===== config.mk =====
export PLATFORM = sky130hd
export DESIGN_NAME = soft_error_monitor
export DESIGN_NICKNAME = d
export VERILOG_FILES = /design/src/rtl/soft_error_monitor_pkg.sv /design/src/rtl/soft_error_counter.sv /design/src/rtl/soft_error_monitor.sv
export SDC_FILE = /design/constraint.sdc
export NUM_CORES = 1
export LEC_CHECK = 0
export CORE_ASPECT_RATIO = 1.2
export CORE_UTILIZATION = 46
export CTS_BUF_LIST = sky130_fd_sc_hd__clkbuf_8
export DETAILED_ROUTE_END_ITERATION = 7
export PLACE_DENSITY_LB_ADDON = 0.1
export SYNTH_ARGS = -nofsm -noshare
export SYNTH_HDL_FRONTEND = slang
export SYNTH_SLANG_ARGS = --single-unit

===== constraint.sdc =====
create_clock -name clk -period 3.3 [get_ports clk]
set_input_delay 0.66 -clock clk [delete_from_list [all_inputs] [get_ports clk]]
set_output_delay 0.66 -clock clk [all_outputs]
set_load 0.03 [all_outputs]

===== src/rtl/soft_error_monitor_pkg.sv =====
// soft_error_monitor_pkg
// Shared definitions for the soft error monitor:
//   - CNT_WIDTH_DEFAULT : default width of every count and threshold
//   - ST_*              : per-channel state encoding (IDLE / ARMED / TRIPPED)
//   - TRIP_*            : codes reported on first_trip
package soft_error_monitor_pkg;

  localparam int CNT_WIDTH_DEFAULT = 32;

  // ST_IDLE is all zeros so that reset leaves every channel in IDLE.
  localparam logic [1:0] ST_IDLE    = 2'd0;
  localparam logic [1:0] ST_ARMED   = 2'd1;
  localparam logic [1:0] ST_TRIPPED = 2'd2;

  localparam logic [1:0] TRIP_NONE          = 2'd0;
  localparam logic [1:0] TRIP_DATA_CORRUPT  = 2'd1;
  localparam logic [1:0] TRIP_UNKNOWN_TTC   = 2'd2;
  localparam logic [1:0] TRIP_DDR3_OVERFLOW = 2'd3;

endpackage


===== src/rtl/soft_error_counter.sv =====
// soft_error_counter
// One error channel: a saturating event counter plus its IDLE/ARMED/TRIPPED
// state machine.
// Ports:
//   clk, reset  : clock, asynchronous active-high reset
//   hit         : one-cycle event pulse, counted on the clk edge
//   thres       : trip threshold, 0 disables tripping
//   clear       : one-cycle pulse; zeroes count and drops the flag
//   count       : registered, saturating event count
//   flag        : sticky hard-error flag (channel is TRIPPED)
//   trip        : high in the cycle whose closing edge enters TRIPPED
module soft_error_counter
  import soft_error_monitor_pkg::*;
#(
  parameter int CNT_WIDTH = CNT_WIDTH_DEFAULT
) (
  input  logic                 clk,
  input  logic                 reset,
  input  logic                 hit,
  input  logic [CNT_WIDTH-1:0] thres,
  input  logic                 clear,
  output logic [CNT_WIDTH-1:0] count,
  output logic                 flag,
  output logic                 trip
);

  logic [1:0] state;
  logic [1:0] idle_or_armed;

  // Compare against the registered count, so a trip lands one edge after the
  // count reaches the threshold. A zero threshold never trips, even in the
  // cycle the threshold drops to zero from ARMED.
  assign trip = (state == ST_ARMED) && (thres != '0) && (count >= thres) && !clear;

  assign idle_or_armed = (thres != '0) ? ST_ARMED : ST_IDLE;
  assign flag          = (state == ST_TRIPPED);

  // Clear beats a coincident event, so that event is dropped.
  always_ff @(posedge clk or posedge reset) begin
    if (reset) begin
      count <= '0;
    end else if (clear) begin
      count <= '0;
    end else if (hit && (count != '1)) begin
      count <= count + 1'b1;
    end
  end

  // TRIPPED is left only through clear or reset. Otherwise the channel follows
  // the threshold between IDLE and ARMED every cycle.
  always_ff @(posedge clk or posedge reset) begin
    if (reset) begin
      state <= ST_IDLE;
    end else if (clear) begin
      state <= idle_or_armed;
    end else if (state == ST_TRIPPED) begin
      state <= ST_TRIPPED;
    end else if (trip) begin
      state <= ST_TRIPPED;
    end else begin
      state <= idle_or_armed;
    end
  end

endmodule


===== src/rtl/soft_error_monitor.sv =====
// soft_error_monitor
// Counts three classes of soft error (checksum mismatch, unknown TTC command,
// DDR3 overflow), raises a sticky flag per channel when its threshold is
// reached, records which channel tripped first, and ORs the flags together.
// Ports:
//   clk, reset                      : clock, asynchronous active-high reset
//   cs_mismatch, unknown_cmd,
//   ddr3_overflow                   : one-cycle event pulses (already in clk domain)
//   thres_*                         : per-channel trip threshold, 0 disables
//   clear_counts                    : one-cycle pulse, clears counts/flags/first_trip
//   *_count                         : per-channel saturating counts
//   error_*                         : per-channel sticky error flags
//   first_trip                      : 0 none, 1 data_corrupt, 2 unknown_ttc, 3 ddr3_overflow
//   any_error                       : registered OR of the three flags
module soft_error_monitor
  import soft_error_monitor_pkg::*;
#(
  parameter int CNT_WIDTH = CNT_WIDTH_DEFAULT
) (
  input  logic                 clk,
  input  logic                 reset,
  input  logic                 cs_mismatch,
  input  logic                 unknown_cmd,
  input  logic                 ddr3_overflow,
  input  logic [CNT_WIDTH-1:0] thres_data_corrupt,
  input  logic [CNT_WIDTH-1:0] thres_unknown_ttc,
  input  logic [CNT_WIDTH-1:0] thres_ddr3_overflow,
  input  logic                 clear_counts,
  output logic [CNT_WIDTH-1:0] cs_mismatch_count,
  output logic [CNT_WIDTH-1:0] unknown_cmd_count,
  output logic [CNT_WIDTH-1:0] ddr3_overflow_count,
  output logic                 error_data_corrupt,
  output logic                 error_unknown_ttc,
  output logic                 error_ddr3_overflow,
  output logic [1:0]           first_trip,
  output logic                 any_error
);

  logic trip_data_corrupt;
  logic trip_unknown_ttc;
  logic trip_ddr3_overflow;

  soft_error_counter #(.CNT_WIDTH(CNT_WIDTH)) u_data_corrupt (
    .clk   (clk),
    .reset (reset),
    .hit   (cs_mismatch),
    .thres (thres_data_corrupt),
    .clear (clear_counts),
    .count (cs_mismatch_count),
    .flag  (error_data_corrupt),
    .trip  (trip_data_corrupt)
  );

  soft_error_counter #(.CNT_WIDTH(CNT_WIDTH)) u_unknown_ttc (
    .clk   (clk),
    .reset (reset),
    .hit   (unknown_cmd),
    .thres (thres_unknown_ttc),
    .clear (clear_counts),
    .count (unknown_cmd_count),
    .flag  (error_unknown_ttc),
    .trip  (trip_unknown_ttc)
  );

  soft_error_counter #(.CNT_WIDTH(CNT_WIDTH)) u_ddr3_overflow (
    .clk   (clk),
    .reset (reset),
    .hit   (ddr3_overflow),
    .thres (thres_ddr3_overflow),
    .clear (clear_counts),
    .count (ddr3_overflow_count),
    .flag  (error_ddr3_overflow),
    .trip  (trip_ddr3_overflow)
  );

  // Latched on the same edge that sets the flag, so first_trip and the flag
  // rise together. Only written while empty; priority resolves simultaneous
  // trips.
  always_ff @(posedge clk or posedge reset) begin
    if (reset) begin
      first_trip <= TRIP_NONE;
    end else if (clear_counts) begin
      first_trip <= TRIP_NONE;
    end else if (first_trip == TRIP_NONE) begin
      if (trip_data_corrupt) begin
        first_trip <= TRIP_DATA_CORRUPT;
      end else if (trip_unknown_ttc) begin
        first_trip <= TRIP_UNKNOWN_TTC;
      end else if (trip_ddr3_overflow) begin
        first_trip <= TRIP_DDR3_OVERFLOW;
      end
    end
  end

  // One cycle behind the flags; clear forces it low on the same edge the
  // flags drop.
  always_ff @(posedge clk or posedge reset) begin
    if (reset) begin
      any_error <= 1'b0;
    end else if (clear_counts) begin
      any_error <= 1'b0;
    end else begin
      any_error <= error_data_corrupt | error_unknown_ttc | error_ddr3_overflow;
    end
  end

endmodule


==> impl_metrics.csv, run 1 <==
group,metric,value,unit
flow_run,drv_cap,0,
setup_path,worst-path-max-fanout,3,
timing,timing.slew.headroom,41.77,%
power_and_ir_drop,cellLeakagePower,4.738,nW
floorplanning,start_util,47.10,%
setup_path,crit_buf_inv,2,
timing,rsz0062_at_grt,"false",
logic_synthesis,synth_edf_count,0,
clock_tree,cts_max_level,3,
logic_synthesis,synth_top_area_share,33.11,%
drt,vias_per_cell,5.436,
logic_synthesis,yosysTopAreaCell,"dfrtp_1",
cells_and_area,mostFrequentLayoutCells,"202 x clkdlybuf4s50_1, 119 x inv_1, 105 x nor2_1, 105 x dfrtp_1, 99 x ha_1",
setup_path,crit_family,"simple AND/OR/NAND/NOR gates",
timing,worst_pin_slew,0.8726,ns
min_path,hp-class,"flop to flop",
cells_and_area,multi_input_area,0.004778,mm^2
power_and_ir_drop,peakVddDrop,0.1730,mV
clock_tree,path_clk_slew,0.09,ns
setup_path,crit_path_max_incr_delay,0.53,ns
drt,ant_nets,0,
cells_and_area,final_cells,1343,
setup_path,worstPathCellList,"clkdlybuf4s50_1 -> inv_1 -> ha_1 -> nand4_1 -> or4_1 -> a311oi_1 -> o31ai_1 -> nand2b_1 -> a31oi_1",
power_and_ir_drop,sw_frac_of_total,26.72,%
floorplanning,dieArea,0.01778,mm^2
logic_synthesis,synth_ff_type,"dfrtp_1",
timing,drv_slew,0,
setup_path,required,3.61,ns
clock_tree,post_cts_buffers,0,
clock_tree,ctsHoldBuffers,0,
setup_path,cp-start-kind,"primary input",
drt,wl_met3,1.062,mm
clock_tree,cts.repair.resized,0,
logic_synthesis,synthTopCellsByArea,"dfrtp_1 33%, ha_1 16%, inv_1 5.6%, nor2_1 5.0%, xnor2_1 4.4%",
placed_design,dp_hpwl,16.44,mm
placed_design,gp_congestion,0.8840,
timing,post-route-period-util,81.49,%
grt,grt_pass1_wl,35.24,mm
setup_path,critPathArrivalTime,3.00,ns
drt,drtIter0Drc,338,
power_and_ir_drop,p_clk_share,29.5,%
placed_design,numPortBuffers,203,
floorplanning,core_area,0.01685,mm^2
drt,route.met2.wl,10.47,mm
grt,overflow,0,
drt,highest-signal-layer,"met4",
logic_synthesis,ys_ff_latch,105,
timing,finalSetupViolations,0,
cells_and_area,num-nets-final,1325,
timing,fmax,0.3718,GHz
cells_and_area,post_route_cells_drive_above_1_share,3.194,%
clock_tree,cts_tree,"yes",
cells_and_area,syn_to_final_growth,30.36,%
cells_and_area,antenna_cells,0,
cells_and_area,final_common_cell,"clkdlybuf4s50_1",
clock_tree,clock_sinks,105,
power_and_ir_drop,pwr-share-seq,55.1,%
timing,skew,0.01556,ns
drt,firstDrtPassIters,5,
logic_synthesis,synth_nets,1126,
drt,vias,7300,
clock_tree,cts_inserted_buffers,9,
clock_tree,cts_root_buf,"clkbuf_8",
setup_path,r2r_slack,0.65,ns
setup_path,crit_type,"primary input to flop",
clock_tree,clockBufferDepth,2,
floorplanning,die_w,121.9,um
logic_synthesis,ys_async_sr_fraction,100.0,%
setup_path,slowest_stage,"clkdlybuf4s50_1",
grt,grt_pass1_vias,7210,
drt,wl,20.97,mm
drt,wl_met1,9.128,mm
power_and_ir_drop,power_density,228.9,mW/mm^2
timing,fin_crit,2.689,ns
drt,routedWlPerCell,15.62,um
clock_tree,clock_latency,0.39,ns
logic_synthesis,yosys_warnings,0,
timing,hold_violations,0,
floorplanning,ioPinCount,204,
floorplanning,rows,52,
grt,track_usage,24.90,%
power_and_ir_drop,switchingPower,632.7,uW
placed_design,dp_cells,1329,
logic_synthesis,synthesis.area,0.007936,mm^2
logic_synthesis,avgSynthCellArea,8.580,um^2
timing,setup_tns,0,ns
grt,antenna_found_initial,0,
power_and_ir_drop,finalPower,2.368,mW
floorplanning,fp.dieH,145.9,um
setup_path,critical_path.endpoint_type,"flop",
grt,grt_max_degree,106,
status,status,"complete, no violations",
logic_synthesis,ys_types,58,
power_and_ir_drop,power_frac_comb,15.3,%
drt,remaining_drc_errors,0,
power_and_ir_drop,p_int,1.736,mW
cells_and_area,regArea,0.002628,mm^2
logic_synthesis,synthCells,925,
logic_synthesis,ys_seq_area_share,33.11,%
cells_and_area,fillCellCount,1543,
[metal layers]
layer | vias to the layer above | GRT usage, %
li1 | 3661 | -
met1 | 3447 | 31.07
met2 | 167 | 43.02
met3 | 25 | 5.172
met4 | 0 | 6.605
met5 | - | 0
[per-stage QoR]
stage / worst slack, ns / utilization [%] / cell area, um^2 / hold slack, ns
2_1_floorplan: 0.8460 / - / 7940 / 0.5564
3_3_place_gp: 0.2225 / 60.50 / 10190 / 0.5453
3_5_place_dp: 0.2107 / 60.50 / 10190 / 0.5601
4_1_cts: 0.6190 / 61.40 / 10350 / 0.5815
5_1_grt: 0.3916 / 61.40 / 10350 / 0.6094
6_report: 0.6107 / 61.40 / 10350 / 0.5730
[final timing paths]
path | start | end | cells past startpoint
min in group asynchronous | reset | u_unknown_ttc.count[28] | 3
worst max-delay path | thres_ddr3_overflow[25] | first_trip[0] | 9
worst min-delay path | first_trip[0] | first_trip[0] | 2
worst max register to register | u_ddr3_overflow.count[0] | u_ddr3_overflow.count[30] | 8
max in group asynchronous | reset | u_data_corrupt.count[25] | 3
worst min register to register | first_trip[0] | first_trip[0] | 2
[sequential cells by signal, indices dropped and copies added (netlist names)]
name	cells
u_data_corrupt.count	32
u_unknown_ttc.count	32
u_ddr3_overflow.count	32
u_data_corrupt.state	2
any_error	1
u_unknown_ttc.state	2
u_ddr3_overflow.state	2
first_trip	2
[kinds of logic (layout without fill, tap and decap cells)]
kind of cell,Yosys count,in the layout,synth area share (%)
buf+inv,137,339,6.685
xor+xnor,70,70,7.725
simple gates,376,376,26.20
flops,105,105,33.11
compound gates,135,135,10.30
fa+ha+maj,99,99,15.61
mux,3,3,0.3784
[Yosys cell counts, types with 2 or more instances]
cell,number
nor4b_1,2
nor2_1,105
o2111ai_1,3
mux2i_1,3
xor2_1,30
dfrtp_1,105
a31oi_1,2
a211oi_1,4
nor3b_1,3
nor4_1,34
nor2b_1,3
nand3_1,41
o21ai_0,37
nand4_4,3
nand2_1,47
nor3_1,22
a21boi_0,2
ha_1,99
or3_1,24
and3_1,12
xnor2_1,40
buf_2,4
a21oi_1,59
a21o_1,10
nor4_4,2
inv_1,118
and2_1,2
a221oi_1,3
and4_1,10
nand3b_1,2
nand2b_1,10
a311oi_1,2
nor4b_4,2
a221o_1,2
nand4_1,41
and4_4,3
clkbuf_1,13
[area by class of cell]
type / count / area share [%]
clock inverters: 5 / 0.2661
well taps: 216 / 2.612
inverters: 118 / 4.317
flip-flops and latches: 105 / 25.40
clock buffers: 9 / 1.197
multi-input cells: 683 / 46.18
repair buffers: 207 / 20.03
[power groups by stage]
stage,Sequential (mW),Clock (mW),Combinational [mW]
2_1_floorplan,1.34,0,0.148
3_3_place_gp,1.33,0,0.363
3_5_place_dp,1.33,0,0.366
4_1_cts,1.31,0.728,0.369
5_1_grt,1.31,0.775,0.407
6_report,1.31,0.700,0.363
[worst register-to-register path: stages (launching register included)]
cell and delay (ns):
dfrtp_1 0.47, ha_1 0.26, and3_1 0.20, and4_4 0.20, and4_1 0.33, nor4b_4 0.59
nand4_1 0.17, or2_0 0.22, a21oi_1 0.14
Power figures use the tool's default switching activity.
==> run 2: changes to the inputs <==
--- a/config.mk
+++ b/config.mk
@@ -6,7 +6,7 @@
 export NUM_CORES = 1
 export LEC_CHECK = 0
 export CORE_ASPECT_RATIO = 1.2
-export CORE_UTILIZATION = 46
+export CORE_UTILIZATION = 51
 export CTS_BUF_LIST = sky130_fd_sc_hd__clkbuf_8
 export DETAILED_ROUTE_END_ITERATION = 7
 export PLACE_DENSITY_LB_ADDON = 0.1
==> constraint.sdc (replaced) <==
create_clock -name clk -period 2.6 [get_ports clk]
set_input_delay 0.52 -clock clk [delete_from_list [all_inputs] [get_ports clk]]
set_output_delay 0.52 -clock clk [all_outputs]
set_load 0.03 [all_outputs]
==> impl_metrics.csv, run 2 (same netlist as run 1, synthesis figures left out) <==
group,metric,value,unit
status,status,"complete, no violations",
setup_path,critPathArrivalTime,2.80,ns
timing,rsz0062_at_grt,"false",
drt,vias_per_cell,5.432,
setup_path,reg2reg_depth,7,
grt,grt_pass1_wl,34.26,mm
grt,grt-busiest-layer,"met2",
clock_tree,clock_latency,0.38,ns
floorplanning,rows,49,
placed_design,gp_congestion,0.8375,
floorplanning,fp.dieH,138.7,um
min_path,hp-class,"flop to flop",
floorplanning,ioPinCount,204,
floorplanning,dieArea,0.01607,mm^2
setup_path,worstPathCellList,"clkdlybuf4s50_1 -> inv_1 -> ha_1 -> nand4_1 -> or4_1 -> a311oi_1 -> o31ai_1 -> buf_4 -> nand2b_1 -> a31oi_1",
min_path,holdCritStartpoint,"first_trip[0]",
setup_path,worst-path-max-fanout,3,
timing,fin_crit,2.494,ns
setup_path,crit_family,"simple AND/OR/NAND/NOR gates",
placed_design,numPortBuffers,203,
power_and_ir_drop,cellLeakagePower,5.093,nW
power_and_ir_drop,peakVddDrop,0.2855,mV
drt,routedWlPerCell,14.96,um
setup_path,slowest_stage,"or4_1",
grt,gr-usage-met2,46.55,%
power_and_ir_drop,finalPower,3.369,mW
cells_and_area,post_route_cells_drive_above_1_share,8.564,%
power_and_ir_drop,power_density,309.0,mW/mm^2
floorplanning,die_w,115.9,um
timing,fmax,0.4010,GHz
cells_and_area,multi_input_area,0.004795,mm^2
placed_design,dp_hpwl,16.62,mm
clock_tree,clockBufferDepth,2,
placed_design,dp_cells,1379,
timing,drv_slew,0,
timing,hold_violations,0,
floorplanning,core_area,0.01508,mm^2
setup_path,critPathLaunch,"thres_ddr3_overflow[29]",
timing,finalSetupViolations,0,
grt,track_usage,26.70,%
timing,worst_pin_slew,0.6526,ns
clock_tree,ctsHoldBuffers,0,
grt,grt_pass1_vias,7264,
cells_and_area,antenna_cells,0,
drt,wl,20.87,mm
setup_path,cp.depth,10,
clock_tree,cts.repair.resized,0,
cells_and_area,mostFrequentLayoutCells,"202 x clkdlybuf4s50_1, 118 x inv_1, 105 x nor2_1, 105 x dfrtp_1, 99 x ha_1",
grt,use_met3,4.371,%
cells_and_area,final_cells,1395,
clock_tree,clock_sinks,105,
setup_path,crit_buf_inv,3,
cells_and_area,fillCellCount,1256,
setup_path,required,2.91,ns
grt,grt_max_degree,106,
setup_path,cp-start-kind,"primary input",
drt,ant_nets,0,
clock_tree,path_clk_slew,0.09,ns
cells_and_area,syn_to_final_growth,37.41,%
clock_tree,cts_inserted_buffers,9,
timing,holdWs,0.5713,ns
floorplanning,start_util,52.62,%
grt,antenna_found_initial,0,
clock_tree,post_cts_buffers,0,
drt,remaining_drc_errors,0,
clock_tree,cts_max_level,3,
timing,post-route-period-util,95.92,%
min_path,worstHoldPathCells,2,
setup_path,critical_path.endpoint_type,"flop",
drt,drtIter0Drc,321,
timing,skew,0.007824,ns
setup_path,r2r-start,"u_unknown_ttc.count[11]",
drt,vias,7577,
timing,timing.slew.headroom,56.49,%
grt,use_met1,33.71,%
setup_path,crit_path_max_incr_delay,0.54,ns
cells_and_area,reg_top3,"u_data_corrupt.count: 32 flops, u_ddr3_overflow.count: 32 flops, u_unknown_ttc.count: 32 flops",
flow_run,drv_cap,0,
cells_and_area,final_common_cell,"clkdlybuf4s50_1",
clock_tree,cts_tree,"yes",
setup_path,crit_type,"primary input to flop",
clock_tree,cts_root_buf,"clkbuf_8",
grt,overflow,0,
cells_and_area,postLayoutCoreUtil,72.31,%
drt,firstDrtPassIters,4,
cells_and_area,regArea,0.002628,mm^2
cells_and_area,num-nets-final,1387,
==> run 2: changes by cell type in the layout (fill, tap and decap cells not counted), sizes merged <==
cell      previous run  this run
clkbuf               9        10
bufinv               0         3
inv                119       118
clkinvlp             3         2
buf                  5        67
==> run 2: metrics by stage <==
step,setup TNS (ns),setup WS (ns),area (um^2)
global route,0,0.006811,10910
finish,0,0.1062,10910
CTS,0,0.08015,10890
detailed placement,-2.031,-0.3342,10650
floorplan,0,0.1460,7940
global placement,-1.562,-0.2974,10650
==> run 2: path summary, 6_finish.rpt <==
kind | endpoint | slack, ns
max in group asynchronous | u_unknown_ttc.count[12] | 1.50
min | first_trip[0] | 0.57
max | first_trip[0] | 0.11
min in group asynchronous | u_unknown_ttc.count[26] | 0.61
min reg2reg | first_trip[0] | 0.57
max reg2reg | u_unknown_ttc.count[26] | 0.23
==> run 2: tightest hold or removal path, stage by stage, from the launching register on <==
cell and delay, ns:
dfrtp_1 0.39, inv_1 0.09, a31oi_1 0.07
==> run 2: final cells by class <==
cell class	count	area share [%]
inverter	118	4.096
tap	204	2.341
clock buffer	10	1.262
multi-input combinational	683	43.96
sequential	105	24.09
timing repair buffer	269	23.27
clock inverter	6	0.9752
==> run 2: routing by layer <==
metal | vias up | routed length (um)
met5 | - | 0
met4 | 0 | 275
met3 | 19 | 1105
met2 | 181 | 10490
met1 | 3586 | 9003
li1 | 3791 | -
==> run 2: where the power goes <==
| part | internal [mW] | switching [mW] | total [mW] |
|---|---|---|---|
| clock network | 0.661 | 0.553 | 1.21 |
| logic | 0.264 | 0.238 | 0.502 |
| registers | 1.64 | 0.0125 | 1.65 |
==> run 3: changes to the inputs <==
--- a/config.mk
+++ b/config.mk
@@ -10,6 +10,7 @@
 export CTS_BUF_LIST = sky130_fd_sc_hd__clkbuf_8
 export DETAILED_ROUTE_END_ITERATION = 7
 export PLACE_DENSITY_LB_ADDON = 0.1
+export REMOVE_ABC_BUFFERS = 1
 export SYNTH_ARGS = -nofsm -noshare
 export SYNTH_HDL_FRONTEND = slang
 export SYNTH_SLANG_ARGS = --single-unit
==> impl_metrics.csv, run 3 (same netlist as run 1, synthesis figures left out) <==
group,metric,value,unit
status,status,"complete, no violations",
floorplanning,rows,49,
setup_path,worst-path-max-fanout,3,
floorplanning,dieArea,0.01607,mm^2
grt,overflow,0,
flow_run,drv_cap,0,
cells_and_area,syn_to_final_growth,38.88,%
min_path,worstHoldPathCells,2,
clock_tree,clock_latency,0.38,ns
drt,drtIter0Drc,379,
power_and_ir_drop,cellLeakagePower,5.180,nW
drt,vias,7857,
setup_path,critPathArrivalTime,2.82,ns
grt,track_usage,28.02,%
floorplanning,core_area,0.01508,mm^2
power_and_ir_drop,p_clk_share,32.2,%
placed_design,dp_hpwl,17.56,mm
power_and_ir_drop,switchingPower,826.2,uW
timing,drv_slew,0,
timing,skew,0.01333,ns
drt,routedWlPerCell,15.46,um
cells_and_area,final_common_cell,"clkdlybuf4s50_1",
clock_tree,cts_inserted_buffers,9,
drt,wl,21.88,mm
power_and_ir_drop,finalPower,3.210,mW
cells_and_area,reg_top3,"u_data_corrupt.count: 32 flops, u_ddr3_overflow.count: 32 flops, u_unknown_ttc.count: 32 flops",
cells_and_area,fillCellCount,1208,
power_and_ir_drop,power_density,291.2,mW/mm^2
grt,grt_pass1_vias,7578,
setup_path,crit_path_max_incr_delay,0.43,ns
placed_design,dp_cells,1399,
timing,timing.slew.headroom,55.21,%
placed_design,numPortBuffers,203,
timing,rsz0062_at_grt,"true",
drt,firstDrtPassIters,6,
floorplanning,start_util,52.62,%
setup_path,critical_path.endpoint_type,"flop",
setup_path,slowest_stage,"clkdlybuf4s50_1",
timing,post-route-period-util,96.98,%
cells_and_area,num-nets-final,1407,
clock_tree,clockBufferDepth,2,
setup_path,reg2reg_depth,9,
grt,grt_pass1_wl,35.94,mm
power_and_ir_drop,p_int,2.384,mW
clock_tree,path_clk_slew,0.10,ns
timing,fmax,0.3966,GHz
setup_path,crit_type,"primary input to flop",
timing,worst_pin_slew,0.6719,ns
power_and_ir_drop,pwr-share-seq,51.5,%
placed_design,gp_congestion,0.8512,
setup_path,cp-start-kind,"primary input",
cells_and_area,final_cells,1415,
grt,antenna_found_initial,0,
floorplanning,ioPinCount,204,
min_path,hp-class,"primary input to flop",
power_and_ir_drop,power_frac_comb,16.3,%
power_and_ir_drop,sw_frac_of_total,25.74,%
cells_and_area,mostFrequentLayoutCells,"202 x clkdlybuf4s50_1, 118 x inv_1, 105 x nor2_1, 105 x dfrtp_1, 99 x ha_1",
drt,remaining_drc_errors,0,
setup_path,worstPathCellList,"clkdlybuf4s50_1 -> ha_1 -> nand2b_1 -> a2111o_1 -> a311oi_1 -> o21ai_0 -> a21oi_2 -> a21oi_1 -> a211oi_1",
floorplanning,die_w,115.9,um
timing,fin_crit,2.521,ns
timing,hold_violations,0,
timing,finalSetupViolations,0,
clock_tree,cts_max_level,3,
cells_and_area,post_route_cells_drive_above_1_share,10.49,%
cells_and_area,antenna_cells,0,
cells_and_area,postLayoutCoreUtil,73.08,%
floorplanning,fp.dieH,138.7,um
grt,grt_max_degree,61,
drt,vias_per_cell,5.553,
power_and_ir_drop,peakVddDrop,0.1968,mV
drt,ant_nets,0,
clock_tree,cts_tree,"yes",
clock_tree,clock_sinks,105,
clock_tree,cts_root_buf,"clkbuf_8",
clock_tree,ctsHoldBuffers,0,
setup_path,required,2.90,ns
run 3: cell types whose count changed in the layout (fill, tap and decap cells not counted), sizes merged:
cell	before	now
bufinv	3	1
clkinvlp	2	0
buf	67	87
clkinv	1	3
inv	118	120
run 3: repair_timing:
item	4_1_cts	5_1_grt
endpoints found under the hold margin	0	0
gates resized for setup	0	6
setup endpoints to repair	0	9
setup buffers	0	0
run 3: power by group through the flow:
stage          Sequential [mW]  Combinational [mW]  Clock [mW]
2_1_floorplan             1.70               0.167           0
3_3_place_gp              1.69               0.512           0
3_5_place_dp              1.69               0.524           0
4_1_cts                   1.65               0.527        1.06
5_1_grt                   1.66               0.582        1.12
6_report                  1.65               0.523        1.03
run 3: layout make-up:
type	instances	area, um^2	area share, %
multi-input combinational	683	4811	43.65
clock buffer	10	137.6	1.249
timing repair buffer	289	2688	24.38
tap	204	255.2	2.316
sequential	105	2628	23.84
inverter	118	445.4	4.041
clock inverter	6	57.56	0.5222
run 3: critical path, delay by kind of cell:
family,cells,cell delay (ns)
and+or+nand+nor,1,0.14
AOI/OAI and AO/OA,6,1.42
buffers and inverters,1,0.43
adders and majority gates,1,0.30
run 3: routing by layer:
metal / vias up / global-route usage [%] / part of all wire [%]
li1: 3841 / - / -
met2: 224 / 47.81 / 50
met5: - / 0 / 0
met3: 34 / 3.453 / 4.7
met1: 3758 / 36.29 / 43
met4: 0 / 9.447 / 1.8
run 3: final timing paths:
| path | start | slack (ns) | to |
|---|---|---|---|
| setup / recovery | thres_data_corrupt[0] | 0.08 | first_trip[1] |
| hold / removal | clear_counts | 0.44 | u_data_corrupt.count[17] |
| setup reg to reg | u_ddr3_overflow.count[0] | 0.12 | u_ddr3_overflow.count[9] |
| hold reg to reg | first_trip[0] | 0.58 | first_trip[0] |
| max in group asynchronous | reset | 1.46 | u_ddr3_overflow.count[30] |
| min in group asynchronous | reset | 0.50 | u_data_corrupt.count[24] |
run 3: per-stage QoR:
step	cell area, um^2	worst slack (ns)	hold slack [ns]	TNS (ns)
after global routing	11020	-0.02499	0.4329	-0.02499
final	11020	0.07860	0.4390	0
after floorplan	7849	-0.6805	0.5509	-71.46
after global placement	10790	-0.3055	0.5393	-1.648
after detailed placement	10790	-0.3780	0.5692	-2.077
after CTS	10990	0.03552	0.4197	0
